### src/rtl/FetchUnitTypes.sv
// rtl/FetchUnitTypes.sv - fetch unit shared types for the return address stack
package FetchUnitTypes;

    localparam int PC_WIDTH        = 32;
    localparam int INSN_BYTE_WIDTH = 4;
    localparam int RAS_ENTRY_NUM   = 16;
    localparam int RAS_INDEX_WIDTH = $clog2(RAS_ENTRY_NUM);
    localparam int RAS_COUNT_WIDTH = RAS_INDEX_WIDTH + 1;

    typedef logic [PC_WIDTH-1:0]        PC_Path;
    typedef logic [RAS_INDEX_WIDTH-1:0] RAS_IndexPath;
    typedef logic [RAS_COUNT_WIDTH-1:0] RAS_CountPath;

    // Snapshot fetch attaches to every predicted branch so a mispredict can rewind the stack
    typedef struct packed {
        RAS_IndexPath tosPtr;
        RAS_CountPath count;
        PC_Path       topAddr;
    } RAS_CheckpointPath;

endpackage

### src/rtl/return_address_stack.sv
// rtl/return_address_stack.sv - circular return address stack with checkpoint recovery
module return_address_stack
    import FetchUnitTypes::*;
#(
    // Must match the depth the FetchUnitTypes index/count types are sized for
    parameter int RAS_ENTRY_NUM = FetchUnitTypes::RAS_ENTRY_NUM
) (
    input  logic              clk,
    input  logic              rstN,
    input  logic              pushValid,
    input  PC_Path            pushAddr,
    input  logic              popValid,
    output PC_Path            topAddr,
    output logic              topValid,
    output RAS_CheckpointPath ckptOut,
    input  logic              recoverValid,
    input  RAS_CheckpointPath recoverCkpt
);

    localparam RAS_CountPath FULL_COUNT = RAS_CountPath'(RAS_ENTRY_NUM);

    PC_Path       entry [RAS_ENTRY_NUM];
    RAS_IndexPath tosPtr;
    RAS_CountPath count;

    RAS_IndexPath nextTos;
    RAS_CountPath nextCount;
    logic         wrEn;
    RAS_IndexPath wrIdx;
    PC_Path       wrData;

    // Next pointer/count and the single entry write; recovery overrides any push/pop
    always_comb begin
        nextTos   = tosPtr;
        nextCount = count;
        wrEn      = 1'b0;
        wrIdx     = tosPtr;
        wrData    = pushAddr;
        if (recoverValid) begin
            nextTos   = recoverCkpt.tosPtr;
            nextCount = recoverCkpt.count;
            wrEn      = 1'b1;
            wrIdx     = recoverCkpt.tosPtr;
            wrData    = recoverCkpt.topAddr;
        end else if (pushValid && popValid && (count != '0)) begin
            // return immediately followed by a call: replace the top in place
            wrEn = 1'b1;
        end else if (pushValid) begin
            // wrap-around silently overwrites the oldest entry once full
            nextTos   = tosPtr + 1'b1;
            nextCount = (count == FULL_COUNT) ? count : count + 1'b1;
            wrEn      = 1'b1;
            wrIdx     = tosPtr + 1'b1;
        end else if (popValid && (count != '0)) begin
            nextTos   = tosPtr - 1'b1;
            nextCount = count - 1'b1;
        end
    end

    // Stack pointer, occupancy and flip-flop entry file
    always_ff @(posedge clk or negedge rstN) begin
        if (!rstN) begin
            tosPtr <= '0;
            count  <= '0;
            for (int i = 0; i < RAS_ENTRY_NUM; i++) begin
                entry[i] <= '0;
            end
        end else begin
            tosPtr <= nextTos;
            count  <= nextCount;
            if (wrEn) begin
                entry[wrIdx] <= wrData;
            end
        end
    end

    // Outputs reflect current state only, never this cycle's requests
    always_comb begin
        topAddr         = entry[tosPtr];
        topValid        = (count != '0);
        ckptOut.tosPtr  = tosPtr;
        ckptOut.count   = count;
        ckptOut.topAddr = entry[tosPtr];
    end

endmodule

### config.mk
export PLATFORM = sky130hd
export DESIGN_NAME = return_address_stack
export DESIGN_NICKNAME = d
export VERILOG_FILES = /design/src/rtl/FetchUnitTypes.sv /design/src/rtl/return_address_stack.sv
export SDC_FILE = /design/constraint.sdc
export NUM_CORES = 1
export LEC_CHECK = 0
export BUFFER_PORTS_ARGS = -buffer_cell sky130_fd_sc_hd__clkbuf_2
export CORE_MARGIN = 8
export CORE_UTILIZATION = 55
export DETAILED_ROUTE_END_ITERATION = 7
export PLACE_DENSITY = 0.73
export SLEW_MARGIN = 20
export SYNTH_ARGS = -nofsm -noshare
export SYNTH_HDL_FRONTEND = slang
export SYNTH_SLANG_ARGS = --single-unit
### constraint.sdc
create_clock -name clk -period 5.9 [get_ports clk]
set_input_delay 0.59 -clock clk [delete_from_list [all_inputs] [get_ports clk]]
set_output_delay 0.59 -clock clk [all_outputs]
set_load 0.02 [all_outputs]
==> flow_summary.ini <==
[outcome]
status = finished clean

[critical_path]
reg2reg_to = entry[68]$_DFFE_PN0P_
rrSetupSlack_ns = 1.96
required_ns = 5.31
crit_type = reg -> out
crit-reg2reg-launch = tosPtr[0]$_DFFE_PN0P_
cp-endpoint = ckptOut[12]
cpPeakStageDelay_ns = 0.95
worst_setup_path_end_kind = output pin
cpLargestDelayFamily = flip-flops
path_cells = buf_12 > mux2i_1 > a221oi_1 > nor2_1 > o21ai_0 > clkbuf_2
crit_fanout = 124
path_depth = 6
cp_num_buf_inv = 2
rr_worst_depth = 7
worstPathArrival_ns = 3.99
slowest_stage = dfrtp_4
crit_start = tosPtr[0]$_DFFE_PN0P_
start_kind = flip-flop

[synthesis]
synthCells = 1721
yosysMostFrequentCell = dfrtp_1
ys_top_cells_by_count = 521 x dfrtp_1, 515 x mux2_2, 130 x mux2i_1
ys_seq_elements = 521
async_reset_ff_share_pct = 100.0
synth_top_area_share_pct = 52.23
synth_top_area_cell = dfrtp_1
ys_types = 59
synth_area_leaders = dfrtp_1 52%, mux2_2 23%, mux4_2 5.8%
synth_ff_type = dfrtp_1
synth_edf_count = 0
yosys_warnings = 0
avgSynthCellArea_um2 = 14.51
netlist_area_um2 = 24960
synth_nets = 1805
ys_seq_area_share_pct = 52.23

[cells_and_area]
multi_input_area_um2 = 10910
stdcell_count = 2422
area_growth_pct = 10.67
nNetsFinal = 1862
final_layout_size_suffix_gt1_share_pct = 48.52
regArea_um2 = 13050
nFillCells = 3507
antenna_cells = 0

[clocking]
clk_latency_ns = 0.60
clock_sinks = 521
cts_setup_buffers = 0
cts_tree = done
cts_made_buffers = 55
cts_buffer_depth = 3
cts_htree_levels = 2
root_buffer = clkbuf_16
cts.clk_slew.worst_paths_ns = 0.06

[detailed_routing]
drt_first_iter_violations = 1118
vias_per_cell = 6.097
route.detailed.drc = 0
drt_first_pass_iters = 4
drtAntennaViolNets = 0
routed_wl_um = 56820
vias = 14770
routedWlPerCell_um = 23.46

[sta]
whs_ns = 0.2051
hold_viol_final = 0
tightest_slew_ns = 1.152
fin_crit_sh_pct = 77.61
slew_headroom_pct = 23.22
slew_violations = 0
finalSetupViolations = 0
rsz0062_at_grt = no
min_period_ns = 4.579
fmax_mhz = 218.4
setup_tns_ns = 0
skew_ns = 0.01437

[global_route]
grtUsageTotal_pct = 21.76
first_global_vias = 16250
grt_pass1_wl_um = 91640
grt_overflow_total = 0
gr-usage-met3_pct = 2.868
grtUsageMet2_pct = 37.19
antenna_found_initial = 0
busiest_layer = met2
use_met1_pct = 28.64
grt_max_degree = 185

[placed_design]
placedCellCount = 2318
place.gp.congestion = 0.7579
portBuffers = 151
dp_hpwl_um = 33570

[floorplan]
initial_core_util_pct = 55.37
ioPinCount = 152
die_h_um = 229.0
placementRows = 78
die_x_um = 229.0
core-area_um2 = 45090
dieArea_um2 = 52460

[pwr]
finalPower_mw = 14.24
ir_drop_mv = 0.3493
powerDensity_nw_per_um2 = 515.5
p_leak_nw = 11.95

[run]
max_cap_violations = 0

[worst_hold_path]
hold_class = in -> reg
layout make-up:
class                      instances  share of cell area [%]
sequential                       521                   47.23
multi-input combinational       1017                   39.50
clock buffer                      79                   5.856
timing repair buffer             176                   3.786
tap                              600                   2.717
clock inverter                    22                  0.8242
inverter                           7                 0.09510
how the worst min path moves through the flow:
stage | start | to | slack (ns) | cells after the start
after floorplan | rstN | count[0]$_DFFE_PN0P_ | 0.29 | 0
after global placement | entry[252]$_DFFE_PN0P_ | entry[252]$_DFFE_PN0P_ | 0.47 | 1
after detailed placement | entry[244]$_DFFE_PN0P_ | entry[244]$_DFFE_PN0P_ | 0.48 | 1
after CTS | recoverCkpt[32] | count[0]$_DFFE_PN0P_ | 0.18 | 3
after global routing | recoverCkpt[34] | count[2]$_DFFE_PN0P_ | 0.22 | 2
final | recoverCkpt[32] | count[0]$_DFFE_PN0P_ | 0.21 | 3
repair_timing:
item,in CTS,in global routing
endpoints found under the hold margin,33,0
resized for setup,0,0
hold buffers,1,0
per-stage QoR:
| stage | util (%) | area [µm²] | worst slack (ns) |
|---|---|---|---|
| floorplan | - | 24960 | 2.496 |
| global placement | 56.97 | 25690 | 1.908 |
| detailed placement | 57.05 | 25720 | 1.845 |
| CTS | 61.17 | 27580 | 1.302 |
| global route | 61.27 | 27630 | 1.138 |
| finish | 61.27 | 27630 | 1.321 |
routing by layer:
layer / vias up / share of wire, %
li1: 6508 / -
met1: 7820 / 43
met2: 344 / 50
met3: 94 / 4.0
met4: 0 / 2.5
met5: - / 0
worst min-delay path, delay by kind of cell:
kind | cells | cell delay (ns)
AOI/OAI and AO/OA | 1 | 0.06
and+or+nand+nor | 1 | 0.04
buffers and inverters | 1 | 0.07
cell usage in the layout (no fill, tap or decap), types with 10 or more instances in the layout:
cell type,instances
clkbuf_2,149
mux2i_1,130
dfrtp_1,517
mux4_2,64
mux2_2,515
nand2_1,12
nor2_4,10
mux2_1,27
clkinv_2,15
clkbuf_8,13
clkbuf_1,10
buf_4,18
nor2_1,40
o21ai_0,39
a221oi_1,64
a22oi_1,32
clkbuf_16,56
state kept, by name, summed over array words and instances, names as in the netlist:
register,flops
entry,512
count,5
tosPtr,4
power breakdown:
part	leakage, nW	internal, mW	switching, mW
clock	0.922	2.07	1.42
combinational	4.77	2.46	1.99
sequential	6.26	5.35	0.946
kinds of logic after synthesis:
family	Yosys count	share of synthesized area, %
buffers and inverters	183	4.285
flip-flops	521	52.23
XOR/XNOR	7	0.2456
AO/OA/AOI/OAI	158	4.862
multiplexers	743	35.86
adder cells (fa/ha/maj)	6	0.3308
AND/OR/NAND/NOR	103	2.195
(Power assumes the default switching activity.)
